--- config.mk ---
export PLATFORM = sky130hd
export DESIGN_NAME = frame_ram_arbiter
export DESIGN_NICKNAME = d
export VERILOG_FILES = /design/src/rtl/halftone_pkg.sv /design/src/rtl/rd_return_pipe.sv /design/src/rtl/frame_ram_arbiter.sv
export SDC_FILE = /design/constraint.sdc
export NUM_CORES = 1
export LEC_CHECK = 0
export ABC_AREA = 1
export CAP_MARGIN = 20
export CORE_ASPECT_RATIO = 0.9
export CORE_MARGIN = 4
export CORE_UTILIZATION = 31
export CTS_BUF_LIST = sky130_fd_sc_hd__clkbuf_4
export CTS_CLUSTER_SIZE = 8
export DETAILED_ROUTE_END_ITERATION = 6
export PLACE_DENSITY_LB_ADDON = 0.1
export SLEW_MARGIN = 20
export SYNTH_ARGS = -nofsm -noshare
export SYNTH_HDL_FRONTEND = slang
export SYNTH_SLANG_ARGS = --single-unit
--- constraint.sdc ---
create_clock -name clk -period 2.2 [get_ports clk]
set_input_delay 0.55 -clock clk [delete_from_list [all_inputs] [get_ports clk]]
set_output_delay 0.55 -clock clk [all_outputs]
set_load 0.005 [all_outputs]
--- src/rtl/halftone_pkg.sv ---
// Shared constants for the halftone frame RAM path.
// Owner codes double as the arbiter state encoding.
package halftone_pkg;

    localparam int ADDR_W = 18;
    localparam int DATA_W = 8;
    localparam int IMG_W  = 512;

    localparam logic [1:0] OWNER_NONE = 2'b00;
    localparam logic [1:0] OWNER_P0   = 2'b01;
    localparam logic [1:0] OWNER_P1   = 2'b10;

    typedef enum logic [1:0] {
        ST_IDLE = OWNER_NONE,
        ST_OWN0 = OWNER_P0,
        ST_OWN1 = OWNER_P1
    } arb_state_t;

    function automatic logic [ADDR_W-1:0] pix_addr(
        input logic [8:0] x,
        input logic [8:0] y
    );
        return ADDR_W'(int'(y) * IMG_W + int'(x));
    endfunction

endpackage

--- src/rtl/rd_return_pipe.sv ---
// Tracks in-flight RAM reads and which port issued them.
// Cleared asynchronously so reads in flight at reset never return.
module rd_return_pipe #(
    parameter int RD_LAT = 1
) (
    input  logic clk,
    input  logic rst_n,
    input  logic in_valid,
    input  logic in_tag,
    output logic out_valid,
    output logic out_tag
);

    logic [RD_LAT-1:0] valid_q;
    logic [RD_LAT-1:0] tag_q;

    always_ff @(posedge clk or negedge rst_n) begin
        if (!rst_n) begin
            valid_q <= '0;
            tag_q   <= '0;
        end else begin
            valid_q[0] <= in_valid;
            tag_q[0]   <= in_tag;
            for (int i = 1; i < RD_LAT; i++) begin
                valid_q[i] <= valid_q[i-1];
                tag_q[i]   <= tag_q[i-1];
            end
        end
    end

    assign out_valid = valid_q[RD_LAT-1];
    assign out_tag   = tag_q[RD_LAT-1];

endmodule

--- src/rtl/frame_ram_arbiter.sv ---
// Two-port arbiter for the single-port frame RAM with lock-based
// atomic ownership, round-robin fairness and tagged read return.
module frame_ram_arbiter #(
    parameter int ADDR_W   = halftone_pkg::ADDR_W,
    parameter int DATA_W   = halftone_pkg::DATA_W,
    parameter int RD_LAT   = 1,
    parameter int MAX_LOCK = 64
) (
    input  logic              clk,
    input  logic              rst_n,
    input  logic              r0_req,
    input  logic              r0_we,
    input  logic              r0_lock,
    input  logic [ADDR_W-1:0] r0_addr,
    input  logic [DATA_W-1:0] r0_wdata,
    output logic              r0_gnt,
    output logic              r0_rvalid,
    output logic [DATA_W-1:0] r0_rdata,
    input  logic              r1_req,
    input  logic              r1_we,
    input  logic              r1_lock,
    input  logic [ADDR_W-1:0] r1_addr,
    input  logic [DATA_W-1:0] r1_wdata,
    output logic              r1_gnt,
    output logic              r1_rvalid,
    output logic [DATA_W-1:0] r1_rdata,
    output logic              ram_ren,
    output logic              ram_wen,
    output logic [ADDR_W-1:0] ram_addr,
    output logic [DATA_W-1:0] ram_idata,
    input  logic [DATA_W-1:0] ram_odata,
    output logic [1:0]        owner,
    output logic              lock_err
);

    import halftone_pkg::*;

    localparam int CNT_W = $clog2(MAX_LOCK + 1);
    localparam logic [CNT_W-1:0] CNT_LAST = CNT_W'(MAX_LOCK - 1);

    arb_state_t       state_q;
    logic             last_gnt_q;
    logic [CNT_W-1:0] lock_cnt_q;
    logic             gnt0;
    logic             gnt1;
    logic             timeout;
    logic             pipe_valid;
    logic             pipe_tag;

    // Last owned cycle: the owner may still issue, then ownership drops.
    assign timeout = (state_q != ST_IDLE) && (lock_cnt_q == CNT_LAST);

    always_comb begin
        gnt0 = 1'b0;
        gnt1 = 1'b0;
        unique case (state_q)
            ST_IDLE: begin
                if (r0_req && r1_req) begin
                    gnt0 = last_gnt_q;
                    gnt1 = ~last_gnt_q;
                end else begin
                    gnt0 = r0_req;
                    gnt1 = r1_req;
                end
            end
            ST_OWN0: gnt0 = r0_req;
            ST_OWN1: gnt1 = r1_req;
            default: begin
                gnt0 = 1'b0;
                gnt1 = 1'b0;
            end
        endcase
    end

    always_ff @(posedge clk or negedge rst_n) begin
        if (!rst_n) begin
            state_q    <= ST_IDLE;
            last_gnt_q <= 1'b1;
            lock_cnt_q <= '0;
        end else begin
            if (gnt0) begin
                last_gnt_q <= 1'b0;
            end else if (gnt1) begin
                last_gnt_q <= 1'b1;
            end
            unique case (state_q)
                ST_IDLE: begin
                    lock_cnt_q <= '0;
                    if (gnt0 && r0_lock) begin
                        state_q <= ST_OWN0;
                    end else if (gnt1 && r1_lock) begin
                        state_q <= ST_OWN1;
                    end
                end
                ST_OWN0: begin
                    lock_cnt_q <= lock_cnt_q + CNT_W'(1);
                    if (timeout) begin
                        state_q    <= ST_IDLE;
                        last_gnt_q <= 1'b0;
                    end else if ((gnt0 && !r0_lock) ||
                                 (!r0_req && !r0_lock)) begin
                        state_q <= ST_IDLE;
                    end
                end
                ST_OWN1: begin
                    lock_cnt_q <= lock_cnt_q + CNT_W'(1);
                    if (timeout) begin
                        state_q    <= ST_IDLE;
                        last_gnt_q <= 1'b1;
                    end else if ((gnt1 && !r1_lock) ||
                                 (!r1_req && !r1_lock)) begin
                        state_q <= ST_IDLE;
                    end
                end
                default: begin
                    state_q    <= ST_IDLE;
                    lock_cnt_q <= '0;
                end
            endcase
        end
    end

    always_comb begin
        ram_addr  = '0;
        ram_idata = '0;
        ram_ren   = 1'b0;
        ram_wen   = 1'b0;
        if (gnt0) begin
            ram_addr  = r0_addr;
            ram_idata = r0_wdata;
            ram_ren   = ~r0_we;
            ram_wen   = r0_we;
        end else if (gnt1) begin
            ram_addr  = r1_addr;
            ram_idata = r1_wdata;
            ram_ren   = ~r1_we;
            ram_wen   = r1_we;
        end
    end

    rd_return_pipe #(
        .RD_LAT(RD_LAT)
    ) u_rd_pipe (
        .clk      (clk),
        .rst_n    (rst_n),
        .in_valid (ram_ren),
        .in_tag   (gnt1),
        .out_valid(pipe_valid),
        .out_tag  (pipe_tag)
    );

    assign r0_gnt    = gnt0;
    assign r1_gnt    = gnt1;
    assign r0_rvalid = pipe_valid & ~pipe_tag;
    assign r1_rvalid = pipe_valid & pipe_tag;
    assign r0_rdata  = ram_odata;
    assign r1_rdata  = ram_odata;
    assign owner     = state_q;
    assign lock_err  = timeout;

endmodule

Word level (Yosys, flattened, before mapping) --
Index checks and enable logic that the tools add are counted. W data, S select, Z words.
Storage, ports and cells: flip-flop bits (word level) 12, input port bits 68, output and inout port bits 51
Operators by class: add/subtract/negate cells 1, equality and inequality tests 6, multiplexer cells 25, bitwise logic cells 6, reduce and logical (&&, ||, !) cells 18
Operator list (number):
- $mux W18 | 2
- $mux W8 | 2
- $mux W2 | 6
- $mux W1 | 10
- $ne A3 B3 Y1 const B | 3
- $logic_and A1 B1 Y1 | 8
- $add A7 B1 Y7 const B | 1
- $eq A7 B6 Y1 const B | 1
- $mux W7 | 1
- $pmux W1 S2 | 3
- $pmux W2 S3 | 1
- $logic_not A1 Y1 | 4
- $not A1 Y1 | 4
- $reduce_and A3 Y1 | 1
- $and A1 B1 Y1 | 2
- $eq A2 B1 Y1 const B | 1
- $eq A2 B2 Y1 const B | 1
- $logic_not A2 Y1 | 1
- $logic_or A1 B1 Y1 | 2
- $reduce_bool A2 Y1 | 1
- $reduce_or A2 Y1 | 1

Logic depth before layout (Yosys ltp) --
Gate-level depths: netlist (run 1).
word-level depth 8, gate-level depth with buffers 10, gate-level depth less buffers 10

By module --
A second synthesis (run 1) with hierarchy kept.
Second synthesis, totals: cell total of the unflattened synthesis 196, area total of the unflattened synthesis 1227.4 um^2
By module, submodules not included:
- frame_ram_arbiter | times used 1, cells each 194, area an instance 1177.4 um^2
- rd_return_pipe | times used 1, cells each 2, area an instance 50.0 um^2

Worst setup path after synthesis (run 1) --
OpenSTA, ideal clock, no wires.
path type flip-flop to output port, from reg state_q[0] (netlist: owner[0]), to out ram_addr[10], arrival time 1.331 ns, required time 1.650 ns, setup slack 0.319 ns, cell stages (with the launch flop) 8, buffers on the path 1, path through dfrtp_1 > inv_1 > ha_1 > nand3_1 > a21boi_2 > buf_2 > nand3_1 > nand2_1
Between the ends: word-level cells in the longest chain between the ends 4, elaborated cells on any way between the ends 7
Ends and longest elaborated chain:
- from (decl) | RTL line frame_ram_arbiter.sv:41 | arb_state_t state_q;
- from (signal assigned) | RTL line frame_ram_arbiter.sv:77 | state_q <= ST_IDLE;
- from (signal assigned) | RTL line frame_ram_arbiter.sv:90 | state_q <= ST_OWN0;
- from (signal assigned) | RTL line frame_ram_arbiter.sv:92 | state_q <= ST_OWN1;
- $eq A2 B2 Y1 or $logic_not A2 Y1 (tied branches) | RTL line frame_ram_arbiter.sv:56 | unique case (state_q)
- $pmux W1 S2 * | RTL line frame_ram_arbiter.sv:56
- named net r1_gnt | RTL line frame_ram_arbiter.sv:24 | output logic r1_gnt,
- $mux W18 * | RTL line frame_ram_arbiter.sv:133 | end else if (gnt1) begin
- $mux W18 * | RTL line frame_ram_arbiter.sv:128 | if (gnt0) begin
- to (decl) | RTL line frame_ram_arbiter.sv:29 | output logic [ADDR_W-1:0] ram_addr,
Mark *: on every way through the listed nets, which the timed path passes. The rest lies on a longest branch.

Final worst setup path (run 1) --
from reg state_q[0] (netlist: owner[0]), to out ram_addr[10]
Between the ends: word-level cells in the longest chain between the ends 4, elaborated cells on any way between the ends 7
Ends and longest elaborated chain (RTL line):
- $eq A2 B2 Y1 or $logic_not A2 Y1 (tied branches) | frame_ram_arbiter.sv:56
- $pmux W1 S2 | frame_ram_arbiter.sv:56
- $mux W18 | frame_ram_arbiter.sv:133
- $mux W18 * | frame_ram_arbiter.sv:128
Every way passes the cells marked *; elsewhere a longest branch is shown, timed or not.

==> reports/qor.json, run 1 <==
{
  "run_status": {"value": "complete, but fails checks"},
  "violations": {"value": "negative setup slack"},
  "hold-path-cell-count": {"value": 1},
  "die_x": {"value": 74.3, "unit": "um"},
  "post-synth-top-area-cell": {"value": "dfrtp_1"},
  "route.antenna.remaining_nets": {"value": 0},
  "clkSlewWorstSetupHoldPaths": {"value": 0.06, "unit": "ns"},
  "final-max-slew-violation-count": {"value": 0},
  "clock_sink_count": {"value": 12},
  "port-buffer-count": {"value": 94},
  "layout.cell_area.non_filler": {"value": 2550, "unit": "um2"},
  "post_synth.cell_area_avg": {"value": 6.39, "unit": "um2"},
  "global_route.peak_usage_layer": {"value": "met2"},
  "clk_root_buffer_cell": {"value": "clkbuf_4"},
  "ir_worst_vdd": {"value": 0.000640, "unit": "V"},
  "drive_above_1_share": {"value": 0.346},
  "grt_pass1_wl": {"value": 7.11, "unit": "mm"},
  "drt_iter0_markers": {"value": 51},
  "syn-cell-area": {"value": 1230, "unit": "um2"},
  "synth.yosys.seq_area_share": {"value": 0.246},
  "synth_top_cells_by_area": {"value": "dfrtp_1, nand2_1, nand3_1"},
  "hold_end": {"value": "lock_cnt_q[0]"},
  "synthesized_nets": {"value": 265},
  "clock_skew": {"value": 0.00774, "unit": "ns"},
  "cts-buffers-inserted": {"value": 3},
  "total_number_of_placement_rows": {"value": 21},
  "pwr_density_cell": {"value": 944, "unit": "nW/um2"},
  "avgRoutedWirePerCell": {"value": 14.1, "unit": "um"},
  "hold_path.startpoint": {"value": "lock_cnt_q[0]"},
  "report.final.hold_viol_count": {"value": 0},
  "final_nets": {"value": 375},
  "max-clock-path-buffers": {"value": 2},
  "via_count_of_the_first_global_routing_pass": {"value": 1533},
  "postPlaceCellArea": {"value": 2220, "unit": "um2"},
  "maxClockFrequency": {"value": 409, "unit": "MHz"},
  "crit_path_end_kind": {"value": "output pin"},
  "dp_hpwl": {"value": 3.40, "unit": "mm"},
  "ff2ff_setup_slack": {"value": 0.47, "unit": "ns"},
  "grt_util_met1": {"value": 0.223},
  "reg2reg_depth": {"value": 12},
  "yosys_most_used_dff": {"value": "dfrtp_1"},
  "dr_total_vias": {"value": 1603},
  "r2r_start": {"value": "owner[0]"},
  "dpl_worst_slack": {"value": -0.718, "unit": "ns"},
  "tritoncts_clock_tree": {"value": "yes"},
  "finalSetupViolCount": {"value": 28},
  "worst_slack": {"value": -0.246, "unit": "ns"},
  "report.power.total": {"value": 2.41, "unit": "mW"},
  "use_met2": {"value": 0.310},
  "antenna_cells": {"value": 0},
  "dr.pass1.iters": {"value": 4},
  "timing.critical_path.fanout_max": {"value": 6},
  "post-route-util": {"value": 0.680},
  "slew_headroom": {"value": 0.657},
  "totalNegativeSetupSlack": {"value": -4.60, "unit": "ns"},
  "layout.filler_cells": {"value": 344},
  "criticalPathCategory": {"value": "flop to output pin"},
  "least_margin_pin_slew": {"value": 0.513, "unit": "ns"},
  "ios": {"value": 119},
  "crit_arrival": {"value": 1.90, "unit": "ns"},
  "fp.dieH": {"value": 67.7, "unit": "um"},
  "finalHoldWorstSlack": {"value": 0.467, "unit": "ns"},
  "power.static_leakage": {"value": 1.28, "unit": "nW"},
  "synth_commonest_cells": {"value": "nand2_1, nand3_1, buf_4"},
  "routed_wire_length": {"value": 4.90, "unit": "mm"},
  "yosys_warnings": {"value": 0},
  "total_routing_resource_utilization_after_global_routing": {"value": 0.181},
  "synth_most_common_cell": {"value": "nand2_1"},
  "final.min_clock_period": {"value": 2.45, "unit": "ns"},
  "core_box_area": {"value": 3760, "unit": "um2"},
  "clk-insertion-delay-late": {"value": 0.28, "unit": "ns"},
  "antenna_found_initial": {"value": 0},
  "post_synth_num_cell_types": {"value": 25},
  "h-tree-depth": {"value": 1},
  "floorplan.initialDensity": {"value": 0.327},
  "layout.cells.non_filler": {"value": 347},
  "synthCells": {"value": 192},
  "floorplan.die_area": {"value": 5030, "unit": "um2"},
  "route.detailed.drc": {"value": 0},
  "routabilityCongestion": {"value": 0.777},
  "drv_cap": {"value": 0},
  "met3_usage": {"value": 0.0461},
  "critPathRequiredTime": {"value": 1.65, "unit": "ns"},
  "rr_endpoint": {"value": "owner[1]"},
  "setup.worst_path.start_class": {"value": "flop"},
  "post_cts_hold_buffer_count": {"value": 0},
  "rsz0062_at_grt": {"value": "yes"},
  "dp_cells": {"value": 326},
  "post-route-period-util": {"value": 1.11},
  "synth.ff_latch_count": {"value": 12},
  "hold_class": {"value": "flop to flop"},
  "grt_start_max_net_pins": {"value": 13},
  "yosysTopAreaCellShare": {"value": 0.224},
  "average_vias_per_placed_instance": {"value": 4.62},
  "ys_async_sr_fraction": {"value": 1.00},
  "flow.area_growth_from_synthesis": {"value": 108, "unit": "%"},
  "grt_remaining_overflow": {"value": 0},
  "edff_count_synth": {"value": 0}
}
-- metal layers --
metal,up-vias,routed length (um)
li1,820,-
met1,709,1910
met2,58,2530
met3,16,331
met4,0,130
met5,-,0
-- layout by cell type, fill, tap and decap left out, drive strengths merged --
master         netlist  routed
a21boi               2       2
a21oi                5       5
and3                 1       1
buf                 24      59
clkbuf               0       7
clkdlybuf4s15        0       3
clkdlybuf4s50        0      61
clkinv               0       1
dfrtp               11      11
dfstp                1       1
dlygate4sd2          0       2
ha                   5       5
inv                 14      14
nand2               73      73
nand3               35      35
nand3b               2       2
nand4                2       2
nor2                 9       9
nor3                 2       2
o21a                 1       1
o21ai                4       4
or2                  1       1
-- what timing repair did --
item,4_1_cts,5_1_grt
setup buffers,15,1
setup endpoints to repair,31,30
cloned,3,1
endpoints found under the hold margin,0,0
resized for setup,147,30
pin swaps,19,20
-- worst max-delay path: stages, from the launching register on --
cell and delay (ns):
dfrtp_1 0.41, inv_2 0.13, buf_6 0.12, ha_4 0.14, inv_4 0.04, a21boi_4 0.17
buf_6 0.13, buf_6 0.12, buf_16 0.12, nand3_2 0.05, nand2_1 0.07, buf_2 0.13
-- sequential cells by signal, summed over array words and instances, names as in the netlist --
| signal | flops |
|---|---|
| u_rd_pipe.out_tag | 1 |
| last_gnt_q | 1 |
| u_rd_pipe.out_valid | 1 |
| owner | 2 |
| lock_cnt_q | 7 |
-- how the worst max path moves through the flow --
stage                        start  cells past startpoint      endpoint
final                     owner[0]                     11  ram_addr[10]
after global routing      owner[0]                     11       ram_wen
after CTS                 owner[1]                     10   ram_addr[9]
after detailed placement    r0_req                      8       ram_ren
after global placement      r0_req                      8       ram_ren
after floorplan           owner[0]                      7  ram_addr[10]
-- where the power goes --
group	leakage, nW	internal (mW)	switching [mW]
clock	0.0154	0.0658	0.0714
combinational	1.10	1.07	0.880
sequential	0.158	0.282	0.0369
-- layout make-up --
| type | instances | area, um2 | share of cell area |
|---|---|---|---|
| Clock buffer | 3 | 22.5 | 0.00882 |
| Clock inverter | 1 | 3.75 | 0.00147 |
| Inverter | 14 | 62.6 | 0.0245 |
| Multi-Input combinational cell | 142 | 881 | 0.345 |
| Sequential cell | 12 | 302 | 0.118 |
| Tap cell | 46 | 57.6 | 0.0225 |
| Timing Repair Buffer | 129 | 1220 | 0.480 |
-- cells by family after synthesis --
kind of cell    count (synthesis)  share of synthesized area
compound gates                 12                     0.0642
buf+inv                        38                      0.187
simple gates                  125                      0.453
flops                          12                      0.246
fa+ha+maj                       5                     0.0510
(Power assumes the default switching activity.)
==> run 2, diff against run 1 <==
Settings changed: ABC_AREA 1 to default, CORE_UTILIZATION 31 to 28.
Clock period 2.2 ns to 2.09 ns, I/O delays scaled along.
==> reports/qor.json, run 2 <==
{
  "critPathRequiredTime": {"value": 1.57, "unit": "ns", "change": "-0.08 ns"},
  "synth_most_common_cell": {"value": "nand2_1"},
  "floorplan.die_area": {"value": 5710, "unit": "um2", "change": "+13%"},
  "maxClockFrequency": {"value": 423, "unit": "MHz"},
  "largest_reg_flops": {"value": 7, "change": "unchanged"},
  "crit_path_end_kind": {"value": "output pin"},
  "fp.dieH": {"value": 72.1, "unit": "um", "change": "+6.5%"},
  "h-tree-depth": {"value": 1, "change": "unchanged"},
  "synth.yosys.seq_area_share": {"value": 0.236, "change": "-0.00962"},
  "clock_skew": {"value": 0.00374, "unit": "ns", "change": "-0.00401 ns"},
  "grt_pass1_wl": {"value": 8.09, "unit": "mm", "change": "+14%"},
  "ff2ff_setup_slack": {"value": 0.15, "unit": "ns", "change": "-0.32 ns"},
  "r2r_start": {"value": "owner[0]"},
  "report.final.hold_viol_count": {"value": 0, "change": "unchanged"},
  "post-synth-top-area-cell": {"value": "dfrtp_1"},
  "grt_remaining_overflow": {"value": 0, "change": "unchanged"},
  "grt_start_max_net_pins": {"value": 13, "change": "unchanged"},
  "synth_commonest_cells": {"value": "nand2_1, o21ai_1, buf_4"},
  "least_margin_pin_slew": {"value": 0.551, "unit": "ns", "change": "+0.0377 ns"},
  "hold_end": {"value": "lock_cnt_q[0]"},
  "total_routing_resource_utilization_after_global_routing": {"value": 0.176, "change": "-0.00557"},
  "route.antenna.remaining_nets": {"value": 0, "change": "unchanged"},
  "post_cts_hold_buffer_count": {"value": 0, "change": "unchanged"},
  "dpl_worst_slack": {"value": -0.742, "unit": "ns", "change": "-0.0239 ns"},
  "drive_above_1_share": {"value": 0.446, "change": "+0.101"},
  "die_x": {"value": 79.2, "unit": "um", "change": "+6.6%"},
  "sequential_cell_area": {"value": 302, "unit": "um2", "change": "unchanged"},
  "hold-path-cell-count": {"value": 1, "change": "unchanged"},
  "final_common_cell": {"value": "clkdlybuf4s50_1"},
  "slew_headroom": {"value": 0.632, "change": "-0.0252"},
  "crit_path_max_incr_delay": {"value": 0.39, "unit": "ns", "change": "-0.02 ns"},
  "synth_top_cells_by_area": {"value": "dfrtp_1, nand2_1, buf_4"},
  "layout.filler_cells": {"value": 413, "change": "+20%"},
  "post_synth_num_cell_types": {"value": 37, "change": "+48%"},
  "synthesized_nets": {"value": 250, "change": "-5.7%"},
  "layout.cells.non_filler": {"value": 360, "change": "+3.7%"},
  "multiInputGateArea": {"value": 920, "unit": "um2", "change": "+4.4%"},
  "average_vias_per_placed_instance": {"value": 4.60, "change": "-0.48%"},
  "post_synth.cell_area_avg": {"value": 7.22, "unit": "um2", "change": "+13%"},
  "report.power.total": {"value": 2.75, "unit": "mW", "change": "+14%"},
  "routabilityCongestion": {"value": 0.758, "change": "-2.5%"},
  "dp_cells": {"value": 330, "change": "+1.2%"},
  "power.static_leakage": {"value": 1.25, "unit": "nW", "change": "-1.9%"},
  "worst_slack": {"value": -0.274, "unit": "ns", "change": "-0.0277 ns"},
  "yosys_most_used_dff": {"value": "dfrtp_1"},
  "timing.critical_path.cells": {"value": "inv_2, buf_4, ha_4, nand2_2, a21oi_2, o21ai_4, buf_6, o21ai_1, buf_2"},
  "rr_endpoint": {"value": "owner[0]"},
  "final.min_clock_period": {"value": 2.36, "unit": "ns"},
  "clk_root_buffer_cell": {"value": "clkbuf_4"},
  "rsz0062_at_grt": {"value": "yes"},
  "via_count_of_the_first_global_routing_pass": {"value": 1621, "change": "+5.7%"},
  "edff_count_synth": {"value": 0, "change": "unchanged"},
  "synthCells": {"value": 177, "change": "-7.8%"},
  "reg2reg_depth": {"value": 10, "change": "-2"},
  "tritoncts_clock_tree": {"value": "yes"},
  "clkSlewWorstSetupHoldPaths": {"value": 0.07, "unit": "ns", "change": "about the same"},
  "antenna_found_initial": {"value": 0, "change": "unchanged"},
  "core_box_area": {"value": 4430, "unit": "um2", "change": "+18%"},
  "run_status": {"value": "complete, but fails checks"},
  "syn-cell-area": {"value": 1280, "unit": "um2", "change": "+4.1%"},
  "yosys_warnings": {"value": 0, "change": "unchanged"},
  "final_nets": {"value": 372, "change": "-0.80%"},
  "drt_iter0_markers": {"value": 21, "change": "-59%"},
  "ys_async_sr_fraction": {"value": 1.00, "change": "unchanged"},
  "post-route-period-util": {"value": 1.13},
  "cts-buffers-inserted": {"value": 3, "change": "unchanged"},
  "ios": {"value": 119, "change": "unchanged"},
  "timing.critical_path.slowest_stage_cell": {"value": "dfrtp_1"},
  "route.detailed.drc": {"value": 0, "change": "unchanged"},
  "clk-insertion-delay-late": {"value": 0.27, "unit": "ns", "change": "about the same"},
  "pwr_density_cell": {"value": 1030, "unit": "nW/um2", "change": "+9.5%"},
  "total_number_of_placement_rows": {"value": 23, "change": "+9.5%"},
  "timing.critical_path.fanout_max": {"value": 8, "change": "+2"},
  "port-buffer-count": {"value": 94, "change": "unchanged"},
  "register_name_with_the_most_flops": {"value": "lock_cnt_q"},
  "clock_sink_count": {"value": 12, "change": "unchanged"},
  "yosysTopAreaCellShare": {"value": 0.215, "change": "-0.00879"},
  "synth.ff_latch_count": {"value": 12, "change": "unchanged"},
  "final-max-slew-violation-count": {"value": 0, "change": "unchanged"},
  "dr_total_vias": {"value": 1655, "change": "+3.2%"},
  "setup.worst_path.start_class": {"value": "flop"},
  "hold_path.startpoint": {"value": "lock_cnt_q[0]"},
  "ir_worst_vdd": {"value": 0.000584, "unit": "V", "change": "-8.8%"},
  "avgRoutedWirePerCell": {"value": 14.4, "unit": "um", "change": "+1.8%"},
  "final_cell_mix": {"value": "clkdlybuf4s50_1, nand2_1, buf_4, buf_2, nand2_2"},
  "routed_wire_length": {"value": 5.17, "unit": "mm", "change": "+5.6%"},
  "finalSetupViolCount": {"value": 31, "change": "+11%"},
  "floorplan.initialDensity": {"value": 0.288, "change": "-0.0384"},
  "crit_arrival": {"value": 1.84, "unit": "ns", "change": "-0.06 ns"},
  "dp_hpwl": {"value": 3.66, "unit": "mm", "change": "+7.8%"},
  "flow.area_growth_from_synthesis": {"value": 108, "unit": "%", "change": "about the same"},
  "dr.pass1.iters": {"value": 4, "change": "unchanged"},
  "hold_class": {"value": "flop to flop"},
  "max-clock-path-buffers": {"value": 2, "change": "unchanged"},
  "criticalPathCategory": {"value": "flop to output pin"},
  "timing.critical_path.from": {"value": "owner[0]"},
  "drv_cap": {"value": 0, "change": "unchanged"},
  "violations": {"value": "negative setup slack"},
  "antenna_cells": {"value": 0, "change": "unchanged"}
}
[run 2: changes by cell type after synthesis, sizes merged, moves of 2 or more]
cell,previous run,this run
o21ai,4,32
nand2,73,58
nor2b,0,4
nand3b,2,0
and2,0,5
nand3,35,2
nor3,2,0
nor2,9,4
nand4,2,0
inv,14,6
xnor2,0,3
[run 2: critical path, delay by kind of cell (launching register included)]
kind | cells | cell delay (ns)
buf+inv | 4 | 0.55
simple gates | 1 | 0.08
flops | 1 | 0.39
compound gates | 3 | 0.41
fa+ha+maj | 1 | 0.15
[run 2: logic make-up after synthesis]
logic type               count (synthesis)  synth area share
AND/OR/NAND/NOR                         79             0.291
AO/OA/AOI/OAI                           46             0.233
buffers and inverters                   31             0.164
flip-flops                              12             0.236
adder cells (fa/ha/maj)                  5            0.0490
XOR/XNOR                                 4            0.0274
[run 2: area by class of cell]
type / count / area share
timing repair buffer: 142 / 0.487
multi-input combinational: 134 / 0.346
sequential: 12 / 0.113
tap: 62 / 0.0292
inverter: 6 / 0.0132
clock buffer: 4 / 0.0113
[run 2: how the worst max path moves through the flow]
stage	endpoint	slack [ns]	cells past startpoint
6_report	ram_addr[8]	-0.27	9
3_3_place_gp	ram_ren	-0.69	7
4_1_cts	ram_idata[3]	-0.32	11
3_5_place_dp	ram_ren	-0.74	7
2_1_floorplan	ram_ren	0.11	8
5_1_grt	ram_idata[2]	-0.39	11
[run 2: power by group]
part / switching (mW) / internal (mW)
clock network: 0.0698 / 0.0869
logic: 0.980 / 1.28
registers: 0.0381 / 0.299
[run 2: metrics by stage]
stage	setup TNS, ns	util	area [um2]	hold WS, ns
2_1_floorplan	0	-	1280	0.227
3_5_place_dp	-20.20	0.523	2320	0.443
3_3_place_gp	-19.61	0.523	2320	0.447
6_report	-7.31	0.600	2660	0.456
5_1_grt	-10.64	0.600	2660	0.492
4_1_cts	-8.56	0.583	2580	0.454
[run 2: per-layer routing]
| metal | vias to the layer above | part of all wire | track usage |
|---|---|---|---|
| met4 | 0 | 0.0025 | 0.0115 |
| met1 | 761 | 0.45 | 0.230 |
| li1 | 820 | - | - |
| met3 | 2 | 0.091 | 0.0546 |
| met2 | 72 | 0.46 | 0.300 |
| met5 | - | 0 | 0 |
[run 2: timing repair]
action	4_1_cts	5_1_grt
pin swaps	6	10
setup buffers	22	3
gates resized for setup	157	26
gates cloned	4	0
setup endpoints to repair	31	33
